$ cat config.mk
export PLATFORM = sky130hd
export DESIGN_NAME = jh_perm_iter_flat
export DESIGN_NICKNAME = d
export VERILOG_FILES = /design/src/rtl/jh_perm_iter_pkg.sv /design/src/rtl/jh_perm_iter_if.sv /design/src/rtl/jh_perm_iter_round_core.sv /design/src/rtl/jh_perm_iter.sv /design/src/flat_wrapper.sv
export SDC_FILE = /design/constraint.sdc
export NUM_CORES = 2
export LEC_CHECK = 0
export CAP_MARGIN = 5
export CORE_ASPECT_RATIO = 1.1
export CORE_MARGIN = 1
export CORE_UTILIZATION = 25
export DETAILED_ROUTE_END_ITERATION = 12
export PLACE_DENSITY = 0.55
export SLEW_MARGIN = 20
export SYNTH_ARGS = -nofsm -noshare
export SYNTH_HDL_FRONTEND = slang
export SYNTH_SLANG_ARGS = --single-unit
export TNS_END_PERCENT = 20
$ cat constraint.sdc
create_clock -name clk -period 3.3 [get_ports clk]
set_input_delay 0.495 -clock clk [delete_from_list [all_inputs] [get_ports clk]]
set_output_delay 0.495 -clock clk [all_outputs]
set_load 0.02 [all_outputs]
$ cat src/rtl/jh_perm_iter_pkg.sv
// Shared definitions for the iterative JH permutation engine:
// S-box tables, GF(2^4) doubling, width helpers, JH-8 initial constant
// and the engine FSM state type.
package jh_pkg;

  typedef enum logic [1:0] {
    PERM_IDLE,
    PERM_BUSY,
    PERM_DONE
  } perm_state_t;

  localparam logic [3:0] S0_TAB [16] = '{
    4'h9, 4'h0, 4'h4, 4'hB, 4'hD, 4'hC, 4'h3, 4'hF,
    4'h1, 4'hA, 4'h2, 4'h6, 4'h7, 4'h5, 4'h8, 4'hE
  };

  localparam logic [3:0] S1_TAB [16] = '{
    4'h3, 4'hC, 4'h6, 4'hD, 4'h5, 4'h7, 4'h1, 4'h9,
    4'hF, 4'h2, 4'h0, 4'h4, 4'hB, 4'hA, 4'hE, 4'h8
  };

  // Initial round constant C0 of JH-8 (fractional part of sqrt(2)).
  localparam logic [255:0] JH8_C0 =
    256'h6a09e667f3bcc908b2fb1366ea957d3e3adec17512775099da2f590b0667322a;

  // Multiply by x in GF(2^4) modulo x^4 + x + 1.
  function automatic logic [3:0] gf_mul2(input logic [3:0] a);
    return {a[2:0], 1'b0} ^ {2'b00, a[3], a[3]};
  endfunction

  // State width in bits for dimension d.
  function automatic int state_w(input int d);
    return 4 * (2 ** d);
  endfunction

  // Round-constant width in bits for dimension d.
  function automatic int const_w(input int d);
    return 2 ** d;
  endfunction

endpackage

$ cat src/rtl/jh_perm_iter_if.sv
// Handshake bundle for jh_perm_iter: start request with state/constant,
// result with backpressure. The abort signal exists only when
// JH_PERM_ABORT_EN is defined.
interface jh_perm_iter_if
  import jh_pkg::*;
#(parameter int D = 6);

  localparam int W  = state_w(D);
  localparam int CW = const_w(D);

  logic          in_valid;
  logic          in_ready;
  logic [W-1:0]  in_state;
  logic [CW-1:0] in_rc0;
  logic          out_valid;
  logic          out_ready;
  logic [W-1:0]  out_state;

`ifdef JH_PERM_ABORT_EN
  logic          abort;

  modport master (
    output in_valid, in_state, in_rc0, out_ready, abort,
    input  in_ready, out_valid, out_state
  );

  modport slave (
    input  in_valid, in_state, in_rc0, out_ready, abort,
    output in_ready, out_valid, out_state
  );
`else
  modport master (
    output in_valid, in_state, in_rc0, out_ready,
    input  in_ready, out_valid, out_state
  );

  modport slave (
    input  in_valid, in_state, in_rc0, out_ready,
    output in_ready, out_valid, out_state
  );
`endif

endinterface

$ cat src/rtl/jh_perm_iter_round_core.sv
// Combinational single JH round R_D(A, C): S-box layer chosen per nibble by
// the select bits, linear layer L on nibble pairs, then P_D = phi o P' o pi.
// Nibble 0 sits at the MSBs of din/dout; select bit 0 is the MSB of sel.
module jh_round_core
  import jh_pkg::*;
#(parameter int D = 6)
(
  input  logic [(2**D)-1:0]   sel,
  input  logic [4*(2**D)-1:0] din,
  output logic [4*(2**D)-1:0] dout
);

  localparam int unsigned N = 2 ** D;

  logic [3:0] sb    [N];
  logic [3:0] lin   [N];
  logic [3:0] pi_o  [N];
  logic [3:0] pp_o  [N];
  logic [3:0] phi_o [N];

  // S-box layer: S1 where the select bit is set, S0 otherwise
  always_comb begin
    sb = '{default: '0};
    for (int unsigned i = 0; i < N; i++) begin
      sb[i] = sel[N-1-i] ? S1_TAB[din[4*(N-1-i) +: 4]]
                         : S0_TAB[din[4*(N-1-i) +: 4]];
    end
  end

  // Linear layer on pairs (A,B): B' = B ^ 2A, then A' = A ^ 2B'
  always_comb begin
    lin = '{default: '0};
    for (int unsigned i = 0; i < N/2; i++) begin
      lin[2*i+1] = sb[2*i+1] ^ gf_mul2(sb[2*i]);
      lin[2*i]   = sb[2*i]   ^ gf_mul2(lin[2*i+1]);
    end
  end

  // Nibble permutation P_D: pi swaps the last two of every group of four,
  // P' splits even/odd positions into halves, phi swaps pairs in the upper half
  always_comb begin
    pi_o  = '{default: '0};
    pp_o  = '{default: '0};
    phi_o = '{default: '0};
    for (int unsigned i = 0; i < N/4; i++) begin
      pi_o[4*i]   = lin[4*i];
      pi_o[4*i+1] = lin[4*i+1];
      pi_o[4*i+2] = lin[4*i+3];
      pi_o[4*i+3] = lin[4*i+2];
    end
    for (int unsigned i = 0; i < N/2; i++) begin
      pp_o[i]       = pi_o[2*i];
      pp_o[i + N/2] = pi_o[2*i+1];
    end
    for (int unsigned i = 0; i < N/2; i++) begin
      phi_o[i] = pp_o[i];
    end
    for (int unsigned i = N/4; i < N/2; i++) begin
      phi_o[2*i]   = pp_o[2*i+1];
      phi_o[2*i+1] = pp_o[2*i];
    end
  end

  // Repack nibbles, nibble 0 at the MSBs
  always_comb begin
    dout = '0;
    for (int unsigned i = 0; i < N; i++) begin
      dout[4*(N-1-i) +: 4] = phi_o[i];
    end
  end

endmodule

$ cat src/rtl/jh_perm_iter.sv
// Iterative JH permutation E_D: accepts a grouped state and initial round
// constant, applies ROUNDS rounds at UNROLL rounds per clock while evolving
// the constant on chip, then holds the result until out_ready.
// Optional feature: define JH_PERM_ABORT_EN to add an abort input that
// returns the engine to idle with a cleared state.
module jh_perm_iter
  import jh_pkg::*;
#(
  parameter int D      = 6,
  parameter int ROUNDS = 6 * (D - 1),
  parameter int UNROLL = 1
)
(
  input  logic           clk,
  input  logic           rst_n,
  jh_perm_iter_if.slave  bus
);

  localparam int W     = state_w(D);
  localparam int CW    = const_w(D);
  localparam int CNT_W = $clog2(ROUNDS + 1);

  localparam logic [CNT_W-1:0] LAST_CNT = CNT_W'(ROUNDS - UNROLL);
  localparam logic [CNT_W-1:0] STEP     = CNT_W'(UNROLL);

  if (D < 4 || D > 8 || (ROUNDS % UNROLL) != 0) begin : g_param_check
    $error("jh_perm_iter: D must be 4..8 and UNROLL must divide ROUNDS");
  end

  perm_state_t   st_q, st_d;
  logic [W-1:0]  state_q;
  logic [CW-1:0] rc_q;
  logic [CNT_W-1:0] cnt_q;
  logic          abort_req;

  logic [W-1:0]  s_chain [UNROLL+1];
  logic [CW-1:0] c_chain [UNROLL+1];

  assign s_chain[0] = state_q;
  assign c_chain[0] = rc_q;

  // UNROLL data rounds chained in one cycle; the constant runs alongside as
  // an S0-only round of dimension D-2 (2^D bits = 2^(D-2) nibbles)
  for (genvar u = 0; u < UNROLL; u++) begin : g_unroll
    jh_round_core #(.D(D)) u_state_round (
      .sel  (c_chain[u]),
      .din  (s_chain[u]),
      .dout (s_chain[u+1])
    );
    jh_round_core #(.D(D - 2)) u_const_round (
      .sel  ('0),
      .din  (c_chain[u]),
      .dout (c_chain[u+1])
    );
  end

`ifdef JH_PERM_ABORT_EN
  assign abort_req = bus.abort && (st_q != PERM_IDLE);
`else
  assign abort_req = 1'b0;
`endif

  // Call lifecycle: accept in idle, iterate while busy, hold result until taken
  always_comb begin
    st_d = st_q;
    case (st_q)
      PERM_IDLE: if (bus.in_valid)     st_d = PERM_BUSY;
      PERM_BUSY: if (cnt_q == LAST_CNT) st_d = PERM_DONE;
      PERM_DONE: if (bus.out_ready)    st_d = PERM_IDLE;
      default:                         st_d = PERM_IDLE;
    endcase
    if (abort_req) begin
      st_d = PERM_IDLE;
    end
  end

  // FSM state register
  always_ff @(posedge clk or negedge rst_n) begin
    if (!rst_n) begin
      st_q <= PERM_IDLE;
    end else begin
      st_q <= st_d;
    end
  end

  // State, constant and round-count registers
  always_ff @(posedge clk or negedge rst_n) begin
    if (!rst_n) begin
      state_q <= '0;
      rc_q    <= '0;
      cnt_q   <= '0;
    end else if (abort_req) begin
      state_q <= '0;
      rc_q    <= '0;
      cnt_q   <= '0;
    end else begin
      case (st_q)
        PERM_IDLE: begin
          if (bus.in_valid) begin
            state_q <= bus.in_state;
            rc_q    <= bus.in_rc0;
            cnt_q   <= '0;
          end
        end
        PERM_BUSY: begin
          state_q <= s_chain[UNROLL];
          rc_q    <= c_chain[UNROLL];
          cnt_q   <= cnt_q + STEP;
        end
        default: ;
      endcase
    end
  end

  assign bus.in_ready  = (st_q == PERM_IDLE);
  assign bus.out_valid = (st_q == PERM_DONE);
  assign bus.out_state = state_q;

endmodule

$ cat src/flat_wrapper.sv
// flat-port wrapper written by rule: the top's interface ports become plain ports
module jh_perm_iter_flat import jh_pkg::*;
#(
  parameter int D      = 6,
  parameter int ROUNDS = 6 * (D - 1),
  parameter int UNROLL = 1
)
  (clk, rst_n, bus_in_valid, bus_in_state, bus_in_rc0, bus_out_ready, bus_in_ready, bus_out_valid, bus_out_state);
  jh_perm_iter_if #(.D(D)) bus_i ();
  input  logic clk;
  input  logic rst_n;
  input wire logic [$bits(bus_i.in_valid)-1:0] bus_in_valid;
  input wire logic [$bits(bus_i.in_state)-1:0] bus_in_state;
  input wire logic [$bits(bus_i.in_rc0)-1:0] bus_in_rc0;
  input wire logic [$bits(bus_i.out_ready)-1:0] bus_out_ready;
  output wire logic [$bits(bus_i.in_ready)-1:0] bus_in_ready;
  output wire logic [$bits(bus_i.out_valid)-1:0] bus_out_valid;
  output wire logic [$bits(bus_i.out_state)-1:0] bus_out_state;
  assign bus_i.in_valid = bus_in_valid;
  assign bus_i.in_state = bus_in_state;
  assign bus_i.in_rc0 = bus_in_rc0;
  assign bus_i.out_ready = bus_out_ready;
  assign bus_in_ready = bus_i.in_ready;
  assign bus_out_valid = bus_i.out_valid;
  assign bus_out_state = bus_i.out_state;
  jh_perm_iter #(.D(D), .ROUNDS(ROUNDS), .UNROLL(UNROLL)) u_core (.clk(clk), .rst_n(rst_n), .bus(bus_i));
endmodule
==> flow_summary_export.csv <==
group,metric,value,unit
clock_network,cts_tree,"yes",
floorplan,core,163000,µm²
grt,grt_antenna_before_repair,25,
worst_hold_path,hp-class,"primary input to asynchronous set/reset pin",
sta,max_freq,308,MHz
synthesis,synth-simple-area-share,0.0981,
synthesis,synthDistinctLibCells,73,
synthesis,synth_edf_count,0,
place,hpwl,148,mm
finish,drive_gt1_frac,0.111,
clock_network,cts_buffer_depth,3,
finish,areaGrowthSynthToFinish,26.1,%
synthesis,syn-cell-area,41200,µm²
sta,worst_slew_pin_slew,0.922,ns
synthesis,synth.net_count,5611,
routing,avgRoutedWirePerCell,25.5,µm
routing,antenna_left,0,
grt,overflow,0,
floorplan,start_util,0.253,
routing,via_count,39015,
clock_network,cts-buffers-inserted,48,
sta,slew_viol_final,0,
synthesis,ys_seq_elements,327,
critical_path,arrival,2.75,ns
synthesis,synthCells,4692,
critical_path,rrSetupSlack,0.19,ns
floorplan,io_pins,582,
finish,fill_cells,16939,
critical_path,critical_path_peak_fanout,16,
grt,grt_pass1_vias,37255,
synthesis,synthAdderAreaFrac,0.181,
floorplan,num_rows,155,
synthesis,synth_xor_area_frac,0.0836,
grt,grt_use_total,0.217,
routing,initialDrtViolationCount,3433,
routing,vias_per_cell,5.31,
routing,wirelength,187,mm
critical_path,end_kind,"output port",
finish,most-common-layout-cells,"ha_1, clkdlybuf4s50_1, o21ai_0",
synthesis,postSynthAreaPerCell,8.79,µm²
clock_network,cts_sinks,327,
sta,hold_slack,0.339,ns
synthesis,synth_ff_type,"dfrtp_1",
finish,nets,6111,
routing,first_pass_iters,6,
sta,finalSetupViolCount,0,
sta,skew,0.0425,ns
synthesis,synth_area_leaders,"dfrtp_1, ha_1, mux4_2, xnor2_1, o21ai_0",
critical_path,cp.required,2.80,ns
floorplan,die_x,389,µm
outcome,status,"complete, no violations",
synthesis,synth_compound_area_frac,0.221,
clock_network,cts.clk_slew.worst_paths,0.06,ns
place,gp_congestion,0.932,
critical_path,r2r_start,"u_core.bus.out_state[85]",
floorplan,die_h,428,µm
sta,fin_crit_sh,0.983,
synthesis,yosysSeqAreaShare,0.198,
critical_path,rr_worst_depth,9,
synthesis,synth_top_family_by_area,"compound AO/OA/AOI/OAI gates",
grt,grt_pass1_wl,268,mm
clock_network,clk-insertion-delay-late,0.67,ns
synthesis,synth_largest_area_cell,"dfrtp_1",
synthesis,synth_top_cell_area_share,0.198,
grt,grt_max_degree,85,
sta,relSlewSlack,0.385,
routing,drc,0,
critical_path,crit_chain,"nor2_2 -> clkdlybuf4s50_1",
critical_path,r2r-end,"u_core.bus.out_state[45]",
run,cap_violations,0,
sta,min_period,3.24,ns
critical_path,start_kind,"flop",
clock_network,cts_max_level,2,
clock_network,clockRootBuffer,"clkbuf_16",
floorplan,die_area,167000,µm²
critical_path,slowest_stage,"clkdlybuf4s50_1",
sta,finalHoldViolations,0,
synthesis,synthMuxAreaShare,0.150,
synthesis,yosysWarnings,0,
critical_path,worstSetupPathType,"flop to output port",
sta,setup_tns,0,ns
synthesis,ys_async_sr_fraction,1.00,
finish,final_common_cell,"ha_1",
critical_path,max_stage_delay,0.76,ns
sta,rsz0062_at_grt,"false",
place,io_buffers,581,
## registers in the layout, summed over array words and instances (netlist names)
register / cells
u_core.rc_q: 64
u_core.bus.out_state: 256
u_core.cnt_q: 5
u_core.st_q: 2
## Yosys cell counts (32+ instances only)
library cell,instances
clkbuf_1,256
nand2_1,219
mux4_2,202
buf_2,60
o22ai_1,62
xnor2_1,256
nand3b_1,32
dfrtp_1,327
a21oi_1,310
nand2b_1,78
and3_1,32
a211oi_1,99
ha_1,595
o31ai_1,36
mux2i_1,108
nand3_1,41
xor2_1,125
mux2_2,45
inv_1,378
nor2_1,309
o21ai_0,437
o211ai_1,37
nor2b_1,68
a22oi_1,222
## through the flow
step | instances | setup WS (ns) | utilization | area [µm²]
finish | 7353 | 0.0570 | 0.319 | 52000
global route | 7349 | 0.00234 | 0.319 | 52000
CTS | 7348 | 0.00141 | 0.319 | 52000
detailed placement | 7260 | -0.0324 | 0.308 | 50200
global placement | 7260 | 0.00812 | 0.308 | 50200
floorplan | 4692 | 0.521 | - | 41200
## layout make-up
cell class,instances,area (µm²),share of cell area
antenna,5,12.5,0.000241
sequential,327,8190,0.157
clock inverter,24,393,0.00755
multi-input combinational,3637,30300,0.583
tap,2119,2650,0.0510
clock buffer,63,1360,0.0261
inverter,383,1440,0.0276
timing repair buffer,795,7650,0.147
## routing by layer
layer  routed length [µm]  vias up  track usage
met5                   45        -            0
met4                 5910        8       0.0613
met3                14000      228       0.0403
met2                85300     1537        0.346
met1                82200    19398        0.296
li1                     -    17844            -
## cells by family (layout without fill, tap and decap cells)
logic type,Yosys count,count (layout)
other cells,0,5
xor+xnor,386,386
compound gates,1440,1440
flops,327,327
buf+inv,728,1265
mux,357,357
fa+ha+maj,595,595
simple gates,859,859
## how the worst max path moves through the flow
stage                              start                   endpoint  slack [ns]  cells past startpoint
5_1_grt                   u_core.st_q[0]               bus_in_ready       0.002                      2
4_1_cts        u_core.bus.out_state[133]   u_core.bus.out_state[69]       0.001                     10
2_1_floorplan  u_core.bus.out_state[197]  u_core.bus.out_state[101]        0.52                      9
6_report                  u_core.st_q[0]               bus_in_ready        0.06                      2
3_3_place_gp   u_core.bus.out_state[133]   u_core.bus.out_state[68]       0.008                      8
3_5_place_dp   u_core.bus.out_state[133]   u_core.bus.out_state[68]       -0.03                      8
## worst max-delay path: cells and delay by family (launching register included)
family                 cells  cell delay (ns)
buffers and inverters      1             0.76
AND/OR/NAND/NOR            1             0.70
flip-flops                 1             0.64
## repair_timing
| item | in CTS | in global routing |
|---|---|---|
| hold buffers | 1 | 0 |
| pin swaps | 0 | 0 |
| setup endpoints to repair | 1 | 3 |
| hold endpoints to repair | 22 | 0 |
| setup buffers | 0 | 0 |
| gates resized for setup | 1 | 3 |
Power is left out: the tool's default activity adds up to more than one toggle a clock period on the data nets, which glitch-free logic cannot reach.
